`config.mk`:
```
export PLATFORM = sky130hd
export DESIGN_NAME = perf_log_ctrl
export DESIGN_NICKNAME = d
export VERILOG_FILES = /design/src/rtl/perf_log_pkg.sv /design/src/rtl/perf_sat_counter.sv /design/src/rtl/perf_log_ctrl.sv
export SDC_FILE = /design/constraint.sdc
export NUM_CORES = 2
export LEC_CHECK = 0
export CAP_MARGIN = 5
export CORE_MARGIN = 2
export CORE_UTILIZATION = 54
export CTS_CLUSTER_SIZE = 24
export DETAILED_ROUTE_END_ITERATION = 8
export GPL_ROUTABILITY_DRIVEN = 0
export PLACE_DENSITY = 0.89
export SLEW_MARGIN = 25
export SYNTH_ARGS = -nofsm -noshare
export SYNTH_HDL_FRONTEND = slang
export SYNTH_SLANG_ARGS = --single-unit
```
`constraint.sdc`:
```
create_clock -name clock -period 13.8 [get_ports clock]
set_clock_uncertainty 0.05 [all_clocks]
set_input_delay 3.45 -clock clock [delete_from_list [all_inputs] [get_ports clock]]
set_output_delay 3.45 -clock clock [all_outputs]
set_load 0.02 [all_outputs]
```
`src/rtl/perf_log_pkg.sv`:
```
// perf_log_pkg: shared types and constants for the perf/log control block
package perf_log_pkg;
   localparam int TIMER_W = 64;
   typedef enum logic {IDLE, STREAM} snap_state_e;
endpackage

```
`src/rtl/perf_sat_counter.sv`:
```
// perf_sat_counter: enabled accumulator that sticks at all-ones, with synchronous clear
module perf_sat_counter #(
   parameter int CNT_W = 48,
   parameter int INC_W = 6
) (
   input  logic             clk_i,
   input  logic             rst_i,
   input  logic             en_i,
   input  logic             clr_i,
   input  logic [INC_W-1:0] inc_i,
   output logic [CNT_W-1:0] cnt_o
);
   logic [CNT_W-1:0] cnt_q, cnt_d;
   logic [CNT_W:0]   sum;
   always_comb begin
      sum   = {1'b0, cnt_q} + (CNT_W+1)'(inc_i);
      cnt_d = clr_i ? '0 : !en_i ? cnt_q : sum[CNT_W] ? '1 : sum[CNT_W-1:0];
   end
   always_ff @(posedge clk_i) cnt_q <= rst_i ? '0 : cnt_d;
   assign cnt_o = cnt_q;
endmodule

```
`src/rtl/perf_log_ctrl.sv`:
```
// perf_log_ctrl: global timer, log window, dump/clean pulses, perf counters and snapshot streaming
module perf_log_ctrl
   import perf_log_pkg::*;
#(
   parameter  int NUM_CH = 8,
   parameter  int INC_W  = 6,
   parameter  int CNT_W  = 48,
   parameter  int IVL_W  = 32,
   localparam int IDX_W  = NUM_CH > 1 ? $clog2(NUM_CH) : 1
) (
   input  logic                    clock,
   input  logic                    reset,
   input  logic [TIMER_W-1:0]      cfg_log_begin,
   input  logic [TIMER_W-1:0]      cfg_log_end,
   input  logic [IVL_W-1:0]        cfg_dump_ivl,
   input  logic                    sw_dump_req,
   input  logic                    sw_clean_req,
   input  logic [NUM_CH*INC_W-1:0] perf_inc,
   output logic [TIMER_W-1:0]      timer,
   output logic                    logEnable,
   output logic                    clean,
   output logic                    dump,
   output logic                    snap_valid,
   input  logic                    snap_ready,
   output logic [IDX_W-1:0]        snap_idx,
   output logic [CNT_W-1:0]        snap_value,
   output logic                    dump_overrun
);
   logic [TIMER_W-1:0] timer_q, timer_d;
   logic               le_q, le_d, clean_q, dump_q, dump_d, ovr_q, ovr_d;
   logic [IVL_W-1:0]   ivl_cnt_q, ivl_cnt_d, ivl_q;
   logic               ivl_chg, ivl_hit, accept, last;
   snap_state_e        state_q, state_d;
   logic [IDX_W-1:0]   idx_q, idx_d;
   logic [CNT_W-1:0]   cnt [NUM_CH];
   logic [CNT_W-1:0]   shadow_q [NUM_CH];

   // a config change restarts the interval without firing in that cycle
   always_comb begin
      timer_d   = timer_q + TIMER_W'(1);
      le_d      = (timer_d >= cfg_log_begin) && (timer_d < cfg_log_end);
      ivl_chg   = cfg_dump_ivl != ivl_q;
      ivl_hit   = !ivl_chg && cfg_dump_ivl != '0 && ivl_cnt_q == cfg_dump_ivl - IVL_W'(1);
      ivl_cnt_d = (ivl_chg || ivl_hit || cfg_dump_ivl == '0) ? '0 : ivl_cnt_q + IVL_W'(1);
      dump_d    = sw_dump_req | ivl_hit;
   end

   always_comb begin
      accept  = state_q == STREAM && snap_ready;
      last    = idx_q == IDX_W'(NUM_CH-1);
      ovr_d   = ovr_q | (dump_q && state_q == STREAM);
      state_d = state_q == IDLE ? (dump_q ? STREAM : IDLE) : (accept && last ? IDLE : STREAM);
      idx_d   = state_q == IDLE ? '0 : accept ? (last ? '0 : idx_q + IDX_W'(1)) : idx_q;
   end

   always_ff @(posedge clock) begin
      if (reset) begin
         timer_q   <= '0;
         le_q      <= 1'b0;
         clean_q   <= 1'b0;
         dump_q    <= 1'b0;
         ovr_q     <= 1'b0;
         ivl_cnt_q <= '0;
         ivl_q     <= cfg_dump_ivl;
         state_q   <= IDLE;
         idx_q     <= '0;
         for (int i = 0; i < NUM_CH; i++) shadow_q[i] <= '0;
      end else begin
         timer_q   <= timer_d;
         le_q      <= le_d;
         clean_q   <= sw_clean_req;
         dump_q    <= dump_d;
         ovr_q     <= ovr_d;
         ivl_cnt_q <= ivl_cnt_d;
         ivl_q     <= cfg_dump_ivl;
         state_q   <= state_d;
         idx_q     <= idx_d;
         // cnt[] here is still the pre-clean, pre-increment value
         if (state_q == IDLE && dump_q)
            for (int i = 0; i < NUM_CH; i++) shadow_q[i] <= cnt[i];
      end
   end

   for (genvar g = 0; g < NUM_CH; g++) begin : g_ch
      perf_sat_counter #(.CNT_W(CNT_W), .INC_W(INC_W)) u_cnt (
         .clk_i (clock),
         .rst_i (reset),
         .en_i  (le_q),
         .clr_i (clean_q),
         .inc_i (perf_inc[g*INC_W +: INC_W]),
         .cnt_o (cnt[g])
      );
   end

   assign timer        = timer_q;
   assign logEnable    = le_q;
   assign clean        = clean_q;
   assign dump         = dump_q;
   assign dump_overrun = ovr_q;
   assign snap_valid   = state_q == STREAM;
   assign snap_idx     = idx_q;
   assign snap_value   = snap_valid ? shadow_q[idx_q] : '0;
endmodule
```
-- Word-level counts from Yosys, hierarchy flattened
Memories as Yosys holds them, arrays and structs flattened. A register that Yosys moved wholly into a read port is not among the register bits.
Index checks and enable logic that the tools add are counted.
- $add $sub $neg: 12
- $lt $le $gt $ge: 2
- equal/unequal tests: 3
- muxes and demuxes: 28
- bitwise operators: 11
- reduce and logical (&&, ||, !) cells: 15
- operators with widths (cell ; count):
    2-to-1 mux 48 bit ; 17
    adder 48 x 6 -> 49 bit ; 8
    adder 64 x 1 -> 64 bit (second input constant) ; 1
    >= comparator 64 bit ; 1
    less-than comparator 64 bit ; 1
    adder 32 x 1 -> 32 bit (second input constant) ; 1
    == test 32 bit ; 1
    zero test 32 bit ; 1
    inequality test 32 bit ; 1
    nonzero test 32 bit ; 1
    subtractor 32 x 1 -> 32 bit (second input constant) ; 1
    OR 1 bit ; 10
    2-to-1 mux 3 bit ; 3
    2-to-1 mux 1 bit ; 8
    logical AND 1 bit ; 7
    OR reduction 2 bit ; 3
    adder 3 x 1 -> 3 bit (second input constant) ; 1
    == test 3 bit (second input constant) ; 1
    logical OR 1 bit ; 2
    zero test 1 bit ; 1
    NOT 1 bit ; 1
- flip-flop bits (word level): 520
- memory bits (writable): 384
- input bits: 213
- output and inout bits: 120
- word-level logic and storage cells: 89
- memories: 1
- memories (memory ; depth ; width ; rd ports ; clocked after Yosys merged registers in ; wr ports ; line ; text):
    shadow_q ; 8 ; 48 ; 1 ; 1 ; 8 ; perf_log_ctrl.sv:36 ; logic [CNT_W-1:0] shadow_q [NUM_CH];

-- Longest topological paths before layout
- depth after elaboration: 7
- gate-level depth with buffers: 16

-- Modules after synthesis
From an unflattened synthesis, not the netlist that was laid out.
- cells, all modules: 4684
- area, all modules: 48499.0 um2
- by module, submodules not included (module ; instances ; cells each ; area an instance (um2) ; sequential area each (um2)):
    perf_log_ctrl ; 1 ; 2252 ; 27538.9 ; 14313.7
    perf_sat_counter ; 8 ; 304 ; 2620.0 ; 960.9

-- Worst setup path after synthesis
OpenSTA, ideal clock, no wires.
- kind: input port to flip-flop
- from: input reset
- to: memory shadow_q[0][0] (enable)
- library setup time: 0.817 ns
- arrival: 13.151 ns
- setup slack: -0.218 ns
- stages on the path: 3
- path buffers: 2
- cell sequence: clkbuf_1 -> buf_1 -> nand2b_1
- RTL lines (item ; line ; text):
    from (decl) ; perf_log_ctrl.sv:12 ; input logic reset,
    to (decl) ; perf_log_ctrl.sv:36 ;

==> out/metrics.cfg <==
[logic_synthesis]
ys_async_sr_fraction_pct=0
ys_warn_count=0
synth_ff_type=dfxtp_1
avgSynthCellArea_um2=10.2
syn_area_mm2=0.0473
seq_area_frac_synth_pct=46.5
synthCells=4650
ys_types=78
synth_edf_count=384
ys_ff_latch=907
synth_nets=5051

[die]
dieWidth_um=300
start_util_pct=54.5
core_area_mm2=0.0868
die_y_um=300
row_count=108
die_area_mm2=0.0899
boundaryPins=333

[sta]
max_freq_mhz=132
setup_ws_ns=6.24
hold_viol_final=0
finalSetupViolCount=0
fin_crit_sh_pct=54.8
fin_setup_tns_ns=0
rsz0062_at_grt=false
tightest_slew_ns=1.12
min_period_ns=7.56
relSlewSlack_pct=25.0
report.final.slew_viol_count=0

[placed_design]
io_buffer_count=332
place_area_mm2=0.0515
place_ws_ns=6.10
hpwlAfterDp_mm=94.5
dp_cells=5943

[worst_hold_path]
worstHoldStart=g_ch[4].u_cnt.cnt_o[15]$_SDFFE_PP0P_
holdPathStages=1
min_path_type=reg -> reg
hold-path-endpoint=g_ch[4].u_cnt.cnt_o[15]$_SDFFE_PP0P_

[final_layout]
fillers=6138
stdcell_area_mm2=0.0546
stdcell_count=6120
areaGrowthSynthToFinish_pct=15.5
drive_gt1_share_pct=7.84
fin_nets=5284

[global_routing]
grt_max_degree=185
antenna_found_initial=5
grt_pass1_vias=37741
gr-total-overflow=0
grt_pass1_wl_mm=212
grt.total_usage_pct=29.7

[critical_path]
path_delay_family=buffers and inverters
arrival_ns=4.06
r2r_slack_ns=8.97
slowest_delay_ns=0.65
crit_required_ns=10.30
r2r_end=logEnable$_SDFF_PP0_
worstPathCellList=buf_12 > buf_6 > mux4_2 > mux2i_1 > nor2b_1 > clkdlybuf4s50_1
critPathMaxFanout=50
cp-end-kind=output pin
crit_path_start_kind=register
r2r_start=timer[5]$_SDFF_PP0_
cp_slowest_cell=dfxtp_4
crit_buf_inv=3
ff2ff_path_depth=14
critPathKind=reg -> out

[route]
vias=38784
drt_first_pass_iters=6
drc=0
wl_mm=138
wl_met1_mm=51.3
drt_iter0_drc=5136
wl_per_cell_um=22.5
drt-vias-per-instance=6.34
ant_nets=0
wl_met2_mm=64.3
highest_layer=met5
met3WireLength_mm=14.1

[power_and_ir_drop]
p_clk_share_pct=44.3
p_per_area_mw_per_mm2=106
power.internal_w=0.00448
leakagePower_nw=19.3
ir_drop_mv=0.108
combinationalPowerShare_pct=5.8
switching_share_pct=23.0
p_seq_share_pct=49.9
p_sw_w=0.00134
p_total_w=0.00582

[cts]
hold_buffers=0
h-tree-depth=3
tritoncts=built
cts_resized=0
cts_made_buffers=92
clockBufferDepth=3
path_clk_slew_ns=0.06
cts_sinks=907
post_cts_buffers=0
clock_latency_ns=0.68
clock-root-buffer=clkbuf_16

[status]
status=finished, final reports clean

[run]
drv_cap=0

-- worst reg2reg max path, cell delays in order (launching register included) --
cell	delay, ns
dfxtp_1	0.43
nand4_1	0.25
or3b_2	0.59
nor3_2	0.66
and3_1	0.47
nand3_1	0.14
xnor2_1	0.40
ha_1	0.34
a21o_1	0.19
a21o_1	0.17
a211oi_1	0.23
o21ai_0	0.14
o211ai_1	0.11
nand4_1	0.15
a211oi_1	0.36
-- power by group through the flow --
stage / Sequential (W) / Combinational [W] / Clock (W)
final: 0.00290 / 0.000336 / 0.00258
after global routing: 0.00290 / 0.000356 / 0.00269
after CTS: 0.00290 / 0.000329 / 0.00258
after detailed placement: 0.00295 / 0.000325 / 0
after global placement: 0.00295 / 0.000318 / 0
after floorplan: 0.00295 / 0.000181 / 0
-- placed cells by master (no fill, tap or decap), types with 9 or more instances in the layout --
cell             synthesis  layout
a211oi_1                28      28
a211oi_2                30      30
a21o_1                  32      32
a21oi_1                327     326
a31oi_1                 48      48
and2_1                 265     265
and3_1                  77      77
and4_1                  50      50
buf_4                    0      27
bufinv_16                0       9
clkbuf_1               196      24
clkbuf_16                0      94
clkdlybuf4s50_1          0     331
clkinv_2                 0      20
dfxtp_1                523     518
edfxtp_1               384     384
ha_1                   180     180
inv_1                  266     266
mux2i_1                 64      64
mux4_2                  96      96
nand2_1                215     215
nand3_1                180     179
nand4_1                125     125
nor2_1                 228     226
nor2b_1                215     215
nor3_1                 196     196
nor4_1                  60      60
o2111ai_1               14      13
o211ai_1                14      14
o21a_1                  18      18
o21ai_0                121     121
o221a_2                 31      31
or2_2                   18      17
or3_1                   31      31
or4_1                   13      13
xnor2_1                296     296
xor2_1                 138     138
-- cell usage after synthesis (10+ instances only) --
cell type / instances / share of area [%]
nor2_1: 228 / 1.8
o21ai_0: 121 / 1.3
ha_1: 180 / 4.8
or3_1: 31 / 0.41
buf_1: 18 / 0.14
nor3_1: 196 / 2.1
clkbuf_1: 196 / 1.6
and4_1: 50 / 0.93
or2_2: 18 / 0.24
a31oi_1: 48 / 0.64
inv_1: 266 / 2.1
a21o_1: 32 / 0.51
xor2_1: 138 / 2.6
nor4_1: 60 / 0.79
and3_1: 77 / 1.0
a211oi_2: 30 / 0.79
nand2_1: 215 / 1.7
a21oi_1: 327 / 3.5
nand3_1: 180 / 1.9
o2111ai_1: 14 / 0.26
or4_1: 13 / 0.21
mux4_2: 96 / 4.6
mux2i_1: 64 / 1.4
nand2b_1: 10 / 0.13
xnor2_1: 296 / 5.5
o211ai_1: 14 / 0.22
nand4_1: 125 / 1.7
o221a_2: 31 / 0.74
nor2b_1: 215 / 2.8
dfxtp_1: 523 / 22
a211oi_1: 28 / 0.44
edfxtp_1: 384 / 24
and2_1: 265 / 3.5
o21a_1: 18 / 0.29
-- metal layers --
metal	vias to the layer above	global-route usage [%]
li1	17208	-
met1	18530	38.1
met2	2506	48.5
met3	536	4.86
met4	4	15.6
met5	-	0
-- flip-flops by register name, indices dropped and copies added, names as in the netlist, named ones only --
signal	flops
clean	1
dump	1
dump_overrun	1
g_ch.u_cnt.cnt_o	384
ivl_cnt_q	32
ivl_q	32
logEnable	1
shadow_q	384
snap_idx	3
snap_valid	1
timer	64
-- cells by family (layout without fill, tap and decap cells) --
logic type	count (synthesis)	after routing	share of synthesized area [%]
fa+ha+maj	188	188	5.10
xor+xnor	434	434	8.04
simple gates	1724	1724	20.2
buf+inv	493	806	4.03
flops	907	907	46.5
compound gates	744	744	10.2
mux	160	160	5.93
other cells	0	2	0
-- how the worst max path moves through the flow --
stage / from / endpoint / slack, ns / cells past startpoint
floorplan: reset / shadow_q[0][0]$_SDFFCE_PN0P_ / 4.29 / 3
global route: register / snap_value[24] / 6.04 / 6
CTS: register / snap_value[24] / 5.78 / 5
finish: register / snap_value[22] / 6.24 / 6
detailed placement: reset / shadow_q[3][28]$_SDFFCE_PN0P_ / 6.10 / 5
global placement: reset / shadow_q[2][46]$_SDFFCE_PN0P_ / 6.18 / 5
-- metrics by stage --
stage               util [%]  hold slack (ns)
global route            63.0            0.466
detailed placement      59.3            0.413
CTS                     62.9            0.433
global placement        59.3            0.403
floorplan                  -            0.389
finish                  63.0            0.440
-- cell type report --
class,instances,area [um^2],share of cell area (%)
inverters,267,1000,1.83
clock inverters,49,563,1.03
flip-flops and latches,907,22000,40.3
clock buffers,125,2540,4.65
diodes,2,5.00,0.00916
multi-input cells,3250,23400,42.9
well taps,1155,1450,2.65
repair buffers,365,3610,6.62
Note: power is estimated with default switching activity, not from simulation.
